--- src/rtl/jc_pkg.sv ---
// Shared types and helpers for the Johnson-code receive path.
// Widths up to JC_MAX_W are supported by the helper functions.
package jc_pkg;

  localparam int JC_MAX_W = 32;

  typedef enum logic {
    JC_SEARCH,
    JC_LOCKED
  } jc_state_e;

  function automatic int jc_iw(input int w);
    return $clog2(2 * w);
  endfunction

  // Legal Johnson codes have at most one bit transition along the bus.
  function automatic logic jc_legal(
    input logic [0:JC_MAX_W-1] code,
    input int                  w
  );
    int t;
    t = 0;
    for (int i = 1; i < JC_MAX_W; i++) begin
      if (i < w && code[i] != code[i-1]) t++;
    end
    return (t <= 1);
  endfunction

  function automatic logic [7:0] jc_to_idx(
    input logic [0:JC_MAX_W-1] code,
    input int                  w
  );
    int ones;
    int n;
    ones = 0;
    for (int i = 0; i < JC_MAX_W; i++) begin
      if (i < w && code[i]) ones++;
    end
    if (code[0]) n = ones;
    else n = (w + (w - ones)) % (2 * w);
    return 8'(n);
  endfunction

endpackage

--- src/rtl/johnson_code_chk.sv ---
// Combinational legality check and phase decode of one Johnson code.
module johnson_code_chk
  import jc_pkg::*;
#(
  parameter int WIDTH = 8,
  parameter int IW    = 4
) (
  input  logic [0:WIDTH-1] jc_in,
  output logic             legal,
  output logic [IW-1:0]    idx
);

  logic [0:JC_MAX_W-1] code;
  logic [7:0]          full;

  always_comb begin
    code            = '0;
    code[0:WIDTH-1] = jc_in;
    full            = jc_to_idx(code, WIDTH);
    idx             = full[IW-1:0];
    legal           = jc_legal(code, WIDTH);
  end

endmodule

--- src/rtl/johnson_decode.sv ---
// Johnson bus receiver: decode, step check and SEARCH/LOCKED tracking.
// Optional JC_ERR_COUNT_EN adds a saturating err_cnt output.
module johnson_decode
  import jc_pkg::*;
#(
  parameter int WIDTH    = 8,
  parameter int LOCK_CNT = 4,
  parameter int MISS_MAX = 2,
  localparam int IW      = jc_iw(WIDTH)
) (
  input  logic             clk,
  input  logic             r,
  input  logic [0:WIDTH-1] jc_in,
  input  logic             in_valid,
  output logic [IW-1:0]    idx,
  output logic             idx_valid,
  output logic             code_err,
  output logic             step_err,
  output logic             locked
`ifdef JC_ERR_COUNT_EN
  ,
  output logic [15:0]      err_cnt
`endif
);

  localparam int GW = $clog2(LOCK_CNT + 1);
  localparam int MW = $clog2(MISS_MAX + 1);

  logic          legal;
  logic [IW-1:0] chk_idx;
  logic [IW-1:0] nxt_idx;
  logic          good_step;
  logic          bad_samp;

  jc_state_e     state_q, state_d;
  logic [GW-1:0] good_q, good_d;
  logic [MW-1:0] miss_q, miss_d;
  logic          have_prev_q, have_prev_d;
  logic [IW-1:0] idx_q, idx_d;
  logic          idx_valid_q, idx_valid_d;
  logic          code_err_q, code_err_d;
  logic          step_err_q, step_err_d;

  johnson_code_chk #(
    .WIDTH (WIDTH),
    .IW    (IW)
  ) u_chk (
    .jc_in (jc_in),
    .legal (legal),
    .idx   (chk_idx)
  );

  // idx_q doubles as the previous index since it holds on illegal codes
  assign nxt_idx = (idx_q == IW'(2 * WIDTH - 1)) ? '0 : idx_q + 1'b1;
  assign good_step = legal && have_prev_q && (chk_idx == nxt_idx);
  assign bad_samp  = !legal || (have_prev_q && (chk_idx != nxt_idx));

  always_comb begin
    state_d     = state_q;
    good_d      = good_q;
    miss_d      = miss_q;
    have_prev_d = have_prev_q;
    idx_d       = idx_q;
    idx_valid_d = 1'b0;
    code_err_d  = 1'b0;
    step_err_d  = 1'b0;
    if (in_valid) begin
      code_err_d  = !legal;
      idx_valid_d = legal;
      step_err_d  = legal && bad_samp;
      if (legal) idx_d = chk_idx;
      unique case (state_q)
        JC_SEARCH: begin
          if (legal) have_prev_d = 1'b1;
          if (bad_samp) begin
            good_d = '0;
          end else if (good_step) begin
            if (good_q == GW'(LOCK_CNT - 1)) begin
              state_d = JC_LOCKED;
              good_d  = '0;
            end else begin
              good_d = good_q + 1'b1;
            end
          end
        end
        JC_LOCKED: begin
          if (bad_samp) begin
            if (miss_q == MW'(MISS_MAX - 1)) begin
              state_d     = JC_SEARCH;
              miss_d      = '0;
              good_d      = '0;
              have_prev_d = 1'b0;
            end else begin
              miss_d = miss_q + 1'b1;
            end
          end else if (good_step) begin
            miss_d = '0;
          end
        end
      endcase
    end
  end

  always_ff @(posedge clk) begin
    if (r) begin
      state_q     <= JC_SEARCH;
      good_q      <= '0;
      miss_q      <= '0;
      have_prev_q <= 1'b0;
      idx_q       <= '0;
      idx_valid_q <= 1'b0;
      code_err_q  <= 1'b0;
      step_err_q  <= 1'b0;
    end else begin
      state_q     <= state_d;
      good_q      <= good_d;
      miss_q      <= miss_d;
      have_prev_q <= have_prev_d;
      idx_q       <= idx_d;
      idx_valid_q <= idx_valid_d;
      code_err_q  <= code_err_d;
      step_err_q  <= step_err_d;
    end
  end

  assign idx       = idx_q;
  assign idx_valid = idx_valid_q;
  assign code_err  = code_err_q;
  assign step_err  = step_err_q;
  assign locked    = (state_q == JC_LOCKED);

`ifdef JC_ERR_COUNT_EN
  logic [15:0] err_cnt_q, err_cnt_d;

  always_comb begin
    err_cnt_d = err_cnt_q;
    if ((code_err_d || step_err_d) && err_cnt_q != 16'hFFFF)
      err_cnt_d = err_cnt_q + 16'd1;
  end

  always_ff @(posedge clk) begin
    if (r) err_cnt_q <= '0;
    else   err_cnt_q <= err_cnt_d;
  end

  assign err_cnt = err_cnt_q;
`endif

endmodule

--- config.mk ---
export PLATFORM = sky130hd
export DESIGN_NAME = johnson_decode
export DESIGN_NICKNAME = d
export VERILOG_FILES = /design/src/rtl/jc_pkg.sv /design/src/rtl/johnson_code_chk.sv /design/src/rtl/johnson_decode.sv
export SDC_FILE = /design/constraint.sdc
export NUM_CORES = 1
export LEC_CHECK = 0
export ABC_AREA = 1
export CORE_MARGIN = 2
export CORE_UTILIZATION = 35
export DETAILED_ROUTE_END_ITERATION = 8
export GPL_TIMING_DRIVEN = 0
export SETUP_SLACK_MARGIN = 0.4
export SKIP_CTS_REPAIR_TIMING = 1
export SLEW_MARGIN = 5
export SYNTH_ARGS = -nofsm -noshare
export SYNTH_HDL_FRONTEND = slang
export SYNTH_SLANG_ARGS = --single-unit
export TNS_END_PERCENT = 100
--- constraint.sdc ---
create_clock -name clk -period 17.5 [get_ports clk]
set_clock_uncertainty 0.05 [all_clocks]
set_input_delay 5.25 -clock clk [delete_from_list [all_inputs] [get_ports clk]]
set_output_delay 5.25 -clock clk [all_outputs]
set_load 0.1 [all_outputs]
==> results of run 1 <==
## worst min-delay path, delay by kind of cell, from the launching register on
kind                   cells  cell delay (ns)
buffers and inverters      1             0.06
AND/OR/NAND/NOR            1             0.04
flip-flops                 1             0.29
## flip-flops by register name (all words and copies together), names as in the netlist
register and cells:
code_err 1, good_q 3, have_prev_q 1, idx 4, idx_valid 1, locked 1, miss_q 2, step_err 1
## synth_stat cells (2+ instances only)
master	instances
sky130_fd_sc_hd__nand3_1	25
sky130_fd_sc_hd__o21ai_1	2
sky130_fd_sc_hd__nand4_1	3
sky130_fd_sc_hd__o21ai_0	6
sky130_fd_sc_hd__buf_4	2
sky130_fd_sc_hd__inv_2	6
sky130_fd_sc_hd__nor2_1	27
sky130_fd_sc_hd__a31oi_1	3
sky130_fd_sc_hd__a21oi_1	11
sky130_fd_sc_hd__inv_1	51
sky130_fd_sc_hd__inv_4	2
sky130_fd_sc_hd__xor2_1	5
sky130_fd_sc_hd__nand2_2	14
sky130_fd_sc_hd__nor3_1	3
sky130_fd_sc_hd__xnor2_1	3
sky130_fd_sc_hd__dfxtp_1	14
sky130_fd_sc_hd__nor2_2	3
sky130_fd_sc_hd__or2_2	4
sky130_fd_sc_hd__ha_1	14
sky130_fd_sc_hd__nand2_1	90
sky130_fd_sc_hd__nand3_2	7
## cell usage in the layout, fill, tap and decap left out, drive strengths merged, types with 5 or more instances in the layout
| cell type | n |
|---|---|
| ha | 14 |
| inv | 59 |
| a21oi | 11 |
| clkdlybuf4s50 | 16 |
| nand2 | 105 |
| dfxtp | 14 |
| nand3 | 33 |
| o21ai | 8 |
| or2 | 5 |
| xor2 | 5 |
| nor2 | 31 |
## final cells by class
type                    count  share of cell area (%)
plain buffers               2                   0.707
well taps                  70                    4.12
inverters                  59                    10.7
clock buffers               4                    2.59
repair buffers             16                    7.54
multi-input cells         233                    61.2
flip-flops and latches     14                    13.2
## kinds of logic after synthesis
kind of cell	count (synthesis)
flip-flops	14
buffers and inverters	61
AND/OR/NAND/NOR	183
XOR/XNOR	10
AO/OA/AOI/OAI	26
adder cells (fa/ha/maj)	14
## layer usage
metal  vias to the layer above  global-route usage [%]  routed length (um)
li1                       1004                       -                   -
met1                       773                    17.1                1950
met2                        14                    23.2                1650
met3                         4                    1.42                  43
met4                         0                    2.36                  37
met5                         -                       0                   0
## stage by stage
| stage | total power, mW | utilization, % |
|---|---|---|
| 3_5_place_dp | 0.201 | 40.8 |
| 6_report | 0.231 | 41.9 |
| 4_1_cts | 0.233 | 41.9 |
| 3_3_place_gp | 0.199 | 40.8 |
| 5_1_grt | 0.254 | 41.9 |
| 2_1_floorplan | 0.171 | - |
## power by group
part           switching [mW]  total [mW]  internal, mW
logic                   0.103       0.154        0.0506
clock network          0.0114      0.0313        0.0199
registers             0.00672      0.0453        0.0386
total                   0.122       0.231         0.109
## how the worst max path moves through the flow
stage | end | slack (ns) | cells after the start
after floorplan | good_q[0] | 7.17 | 37
after global placement | miss_q[0] | 5.99 | 37
after detailed placement | miss_q[0] | 6.02 | 37
after CTS | miss_q[0] | 6.22 | 37
after global routing | miss_q[0] | 5.71 | 37
final | miss_q[0] | 6.24 | 37
==> reports/summary.md, run 1 <==
### Setup path
* sky130_fd_sc_hd__clkdlybuf4s50_1 — cell with the largest stage delay on the worst path
* 17.59 ns — data required time at the worst endpoint
* sky130_fd_sc_hd__nand2_1 — Most Frequent Cell on Critical Path
* input pin — startpoint types
* 15.46 ns — worst reg-to-reg setup slack
* jc_in[0] — Worst setup startpoint
* idx[0] — startpoint of the worst register-to-register path
* input pin to flop — CP Class
* 11.35 ns — Crit path arrival time
* 6 — maximum net fanout on the critical path
* good_q[1] — terminus of the critical flop-to-flop path
* flop — type of element capturing the critical path
* 7 — Buffers & Inverters on Critical Path
* 0.62 ns — longest individual stage delay on the worst path
* 13 — path depth of the worst reg2reg path
* simple AND/OR/NAND/NOR gates — family with the most delay on the worst path

### STA
* 0 ns — final setup TNS
* 0 — final max-slew violation count
* 0.393 ns — Worst Hold Margin
* 6.24 ns — crit path setup slack, layout
* false — unrepaired setup endpoints after global routing
* 35.5% — headroom to the max-slew limit
* 64.4% — Tcrit/Tclk final
* 11.26 ns — post-route minimum period
* 0 — endpoints failing setup
* 0 — number of failing hold endpoints at the final stage
* 0.965 ns — Least-Margin Pin Slew
* 0.0888 GHz — maximum clock frequency

### Final layout
* 16.6% — area added between synthesis and finish
* 572 — Filler cells
* 280 um^2 — area taken by flip-flops and latches
* 0.00130 mm^2 — area taken by multi-input logic gates
* 0 — final antenna diode count
* 354 — nets@finish
* 14.3% — proportion of layout cells with a drive suffix above 1
* 0.00212 mm^2 — final non-filler cell area
* 398 — Post-Layout Cell Count

### Logic synthesis
* 0 — synthesis warning total
* sky130_fd_sc_hd__nand2_1 — largest area contributor in the synthesized netlist
* 14 — flip-flop and latch count after synthesis
* 47.9% — share of synthesized cell area in and, or, nand and nor gates
* 0% — multiplexer area fraction after synthesis
* 333 — Post-Synthesis Net Count
* simple AND/OR/NAND/NOR gates — dominant combinational cell family by area after synthesis
* 9.62% — post-synthesis adder-cell area fraction
* 5.91 um^2 — Avg Inst Size Synth
* 34 — distinct cell type count after synthesis
* sky130_fd_sc_hd__nand2_1, sky130_fd_sc_hd__dfxtp_1, sky130_fd_sc_hd__inv_1 — cells taking the most area after synthesis
* 0% — share of flip-flops with an asynchronous set or reset after synthesis
* 15.4% — share of the yosys chip area belonging to registers
* 0.00182 mm^2 — Netlist Area Pre-Place
* 5.98% — xor-xnor portion of the synthesized cell area
* 0 — number of enable flip-flop cells after synthesis
* sky130_fd_sc_hd__dfxtp_1 — dominant register cell in the synthesized netlist
* 18.5% — Synth top area share
* 308 — number of standard cells after synthesis
* 7.90% — Compound-Gate Fraction of Synth Area

### Floorplanning
* 19 — top-level I/O count
* 0.00580 mm^2 — overall die area
* 0.00507 mm^2 — core area
* 35.9% — Initial Utilization
* 76.1 um — overall die width
* 76.1 um — y dimension of the die
* 26 — cell row count

### Global route
* 0 — GR Overflow Total
* 9 — largest net degree at the start of global routing
* 6580 um — first-pass GRT wire length
* 0 — number of antenna violations at the first check in global routing
* 1638 — vias in the first global route
* 13.0% — global-route usage over all layers

### Place
* 16 — number of buffers inserted by port buffering
* 3100 um — placed wire-length estimate
* 0.762 — final estimated routing congestion in global placement
* 0.00207 mm^2 — Area after DPL
* 394 — cell count after placement
* 6.02 ns — worst slack, placed

### Job
* 0 — Max-cap violations

### Route
* 0 — Antenna Violating Nets Remaining
* 4 — drt pass-1 iters
* 3670 um — final routed wirelength across all metal layers
* 4.51 — DR vias/cell
* 9.23 um — Routed WL per cell
* 0 — remaining design rule violation count
* 63 — initial drt markers
* 1795 — count of vias placed by the detailed router

### Min path
* miss_q[1] — endpoint with the worst hold slack
* miss_q[1] — worst hold path startpoint
* 2 — count of cells along the worst hold path
* flop to flop — type of the most critical hold path

### CTS
* 0.06 ns — clock-pin slew on the worst setup and hold paths
* 2 — Clock Path Buffers
* 3 — number of buffers inserted during clock tree synthesis
* 1 — H-tree depth
* sky130_fd_sc_hd__clkbuf_8 — root buffer selected by CTS
* done — CTS tree
* 0.24 ns — later-pin clock latency in the skew report
* 14 — number of clock sinks

### Pwr
* 48.3 uV — Worst IR Drop VDD
* 109 mW/mm^2 — pwr/cell area
* 1.13 nW — Static Leak

### Status
* finished clean — status

Note: power is estimated with default switching activity, not from simulation.
==> run 2: changes to the inputs <==
==> constraint.sdc (replaced) <==
create_clock -name clk -period 11.2 [get_ports clk]
set_clock_uncertainty 0.05 [all_clocks]
set_input_delay 3.36 -clock clk [delete_from_list [all_inputs] [get_ports clk]]
set_output_delay 3.36 -clock clk [all_outputs]
set_load 0.1 [all_outputs]
==> results of run 2 <==
Same layout as run 1 (identical final DEF). Status: finished clean.
Main changes from that run: setup slack after placement 6.02 ns -> 1.61 ns; setup slack after layout 6.24 ns -> 1.83 ns; register-to-register setup slack 15.46 ns -> 9.16 ns; total power 0.231 mW -> 0.360 mW; worst IR drop on VDD 48.3 uV -> 75.4 uV
==> run 3: changes to the inputs <==
==> constraint.sdc (replaced) <==
create_clock -name clk -period 7.87 [get_ports clk]
set_clock_uncertainty 0.05 [all_clocks]
set_input_delay 2.361 -clock clk [delete_from_list [all_inputs] [get_ports clk]]
set_output_delay 2.361 -clock clk [all_outputs]
set_load 0.1 [all_outputs]
==> reports/summary.md, run 3 (synthesis results as in run 1) <==
### CTS
* done — CTS tree
* 14 — number of clock sinks, unchanged
* 0.06 ns — clock-pin slew on the worst setup and hold paths, about the same
* 3 — number of buffers inserted during clock tree synthesis, unchanged
* sky130_fd_sc_hd__clkbuf_8 — root buffer selected by CTS
* 2 — Clock Path Buffers, unchanged
* 1 — H-tree depth, unchanged
* 0.24 ns — later-pin clock latency in the skew report, about the same

### Floorplanning
* 35.9% — Initial Utilization, unchanged
* 0.00507 mm^2 — core area, unchanged
* 76.1 um — y dimension of the die, unchanged
* 19 — top-level I/O count, unchanged
* 0.00580 mm^2 — overall die area, unchanged
* 26 — cell row count, unchanged
* 76.1 um — overall die width, unchanged

### STA
* 0.965 ns — Least-Margin Pin Slew, -0.00000501 ns
* 0 — number of failing hold endpoints at the final stage, unchanged
* false — unrepaired setup endpoints after global routing
* 91.7% — Tcrit/Tclk final
* 0 — final max-slew violation count, unchanged
* 7.22 ns — post-route minimum period
* 35.5% — headroom to the max-slew limit, about the same
* 0 — endpoints failing setup, unchanged
* 0.652 ns — crit path setup slack, layout
* 0.139 GHz — maximum clock frequency

### Final layout
* 44.5% — end-of-flow core utilization, +2.7 points
* sky130_fd_sc_hd__nand2_1 — commonest non-fill, non-tap cell in the layout
* 562 — Filler cells, -1.7%
* 24.0% — area added between synthesis and finish
* 0 — final antenna diode count, unchanged
* 0.00226 mm^2 — final non-filler cell area, +6.4%
* 22.2% — proportion of layout cells with a drive suffix above 1, +7.9 points
* 4 — max FFs per register, unchanged
* 359 — nets@finish, +1.4%
* sky130_fd_sc_hd__nand2_1, sky130_fd_sc_hd__inv_1, sky130_fd_sc_hd__nor2_1 — commonest cells after routing, fill and taps aside

### Place
* 0.762 — final estimated routing congestion in global placement, unchanged
* 3100 um — placed wire-length estimate, unchanged
* 16 — number of buffers inserted by port buffering, unchanged
* -0.721 ns — worst slack, placed
* 0.00207 mm^2 — Area after DPL, unchanged

### Route
* 0 — Antenna Violating Nets Remaining, unchanged
* 3880 um — final routed wirelength across all metal layers, +5.6%
* 75 — initial drt markers, +19%
* 9.62 um — Routed WL per cell, +4.3%
* 0 — remaining design rule violation count, unchanged
* 1865 — count of vias placed by the detailed router, +3.9%
* 4.63 — DR vias/cell, +2.6%
* 4 — drt pass-1 iters, unchanged

### Min path
* flop to flop — type of the most critical hold path

### Setup path
* jc_in[0] — Worst setup startpoint
* 6 — maximum net fanout on the critical path, unchanged
* good_q[0] — Worst Setup EP
* flop — type of element capturing the critical path
* 38 — Stages on worst setup path, +2.7%
* sky130_fd_sc_hd__nand2_2 — Most Frequent Cell on Critical Path
* 7.31 ns — Crit path arrival time
* sky130_fd_sc_hd__or2_2 — cell with the largest stage delay on the worst path
* 7 — Buffers & Inverters on Critical Path, unchanged
* input pin to flop — CP Class
* 5.83 ns — worst reg-to-reg setup slack
* idx[0] — startpoint of the worst register-to-register path
* 0.30 ns — longest individual stage delay on the worst path, -0.32 ns
* 13 — path depth of the worst reg2reg path, unchanged
* simple AND/OR/NAND/NOR gates — family with the most delay on the worst path
* input pin — startpoint types
* good_q[1] — terminus of the critical flop-to-flop path
* 7.96 ns — data required time at the worst endpoint

### Pwr
* 242 mW/mm^2 — pwr/cell area
* 1.17 nW — Static Leak, +3.1%
* 108 uV — Worst IR Drop VDD
* 0.547 mW — total design power

### Global route
* 9 — largest net degree at the start of global routing, unchanged
* 0 — GR Overflow Total, unchanged
* 1638 — vias in the first global route, unchanged
* 0 — number of antenna violations at the first check in global routing, unchanged
* 6580 um — first-pass GRT wire length, unchanged
* 13.0% — global-route usage over all layers, unchanged

### Job
* 0 — Max-cap violations, unchanged

### Status
* finished clean — status

==> run 3: cell types whose count changed in the layout (fill, tap and decap cells not counted), moves of 2 or more <==
cell | before | now
sky130_fd_sc_hd__buf_4 | 2 | 7
sky130_fd_sc_hd__nand2_4 | 1 | 3
sky130_fd_sc_hd__nand2_1 | 90 | 79
sky130_fd_sc_hd__ha_1 | 14 | 12
sky130_fd_sc_hd__nand3_4 | 1 | 3
sky130_fd_sc_hd__inv_2 | 6 | 8
sky130_fd_sc_hd__inv_1 | 51 | 47
sky130_fd_sc_hd__ha_4 | 0 | 2
sky130_fd_sc_hd__nand2_2 | 14 | 23
sky130_fd_sc_hd__clkdlybuf4s50_1 | 16 | 14
==> run 3: final cells by class <==
| cell class | count | area [um^2] | share of cell area, % |
|---|---|---|---|
| clock buffer | 4 | 55.1 | 2.44 |
| inverter | 59 | 236 | 10.5 |
| timing repair buffer | 21 | 194 | 8.58 |
| tap | 70 | 87.6 | 3.88 |
| sequential | 14 | 280 | 12.4 |
| buffer | 2 | 15.0 | 0.664 |
| multi-input combinational | 233 | 1390 | 61.6 |
==> run 3: through the flow <==
stage / TNS, ns / instances / hold slack, ns
6_report: 0 / 403 / 0.391
5_1_grt: 0 / 403 / 0.417
4_1_cts: -3.38 / 398 / 0.399
3_5_place_dp: -5.22 / 394 / 0.389
3_3_place_gp: -5.46 / 394 / 0.385
2_1_floorplan: 0 / 308 / 0.365
==> run 3: worst reg2reg max path: cells and delay by family, from the launching register on <==
kind | cells | cell delay, ns
DFF | 1 | 0.42
and+or+nand+nor | 9 | 1.00
adders and majority gates | 1 | 0.24
AOI/OAI and AO/OA | 2 | 0.17
buffers and inverters | 1 | 0.06
==> run 3: power by group <==
| part | internal, mW | switching, mW | total, mW |
|---|---|---|---|
| Sequential | 0.0858 | 0.0156 | 0.101 |
| Clock | 0.0443 | 0.0248 | 0.0691 |
| Combinational | 0.129 | 0.247 | 0.376 |
==> run 3: worst min path at each step <==
| stage | slack [ns] | endpoint | cells after the start | startpoint |
|---|---|---|---|---|
| after floorplan | 0.37 | miss_q[1] | 2 | miss_q[1] |
| after global placement | 0.38 | miss_q[1] | 2 | miss_q[1] |
| after detailed placement | 0.39 | miss_q[1] | 2 | miss_q[1] |
| after CTS | 0.40 | miss_q[1] | 2 | miss_q[1] |
| after global routing | 0.42 | miss_q[1] | 2 | miss_q[1] |
| final | 0.39 | miss_q[1] | 2 | miss_q[1] |
==> run 3: metal layers <==
metal	up-vias	global-route usage, %	wire length (um)
met1	821	17.1	1940
met4	0	2.36	13
li1	1011	-	-
met5	-	0	0
met3	2	1.42	68
met2	31	23.2	1860
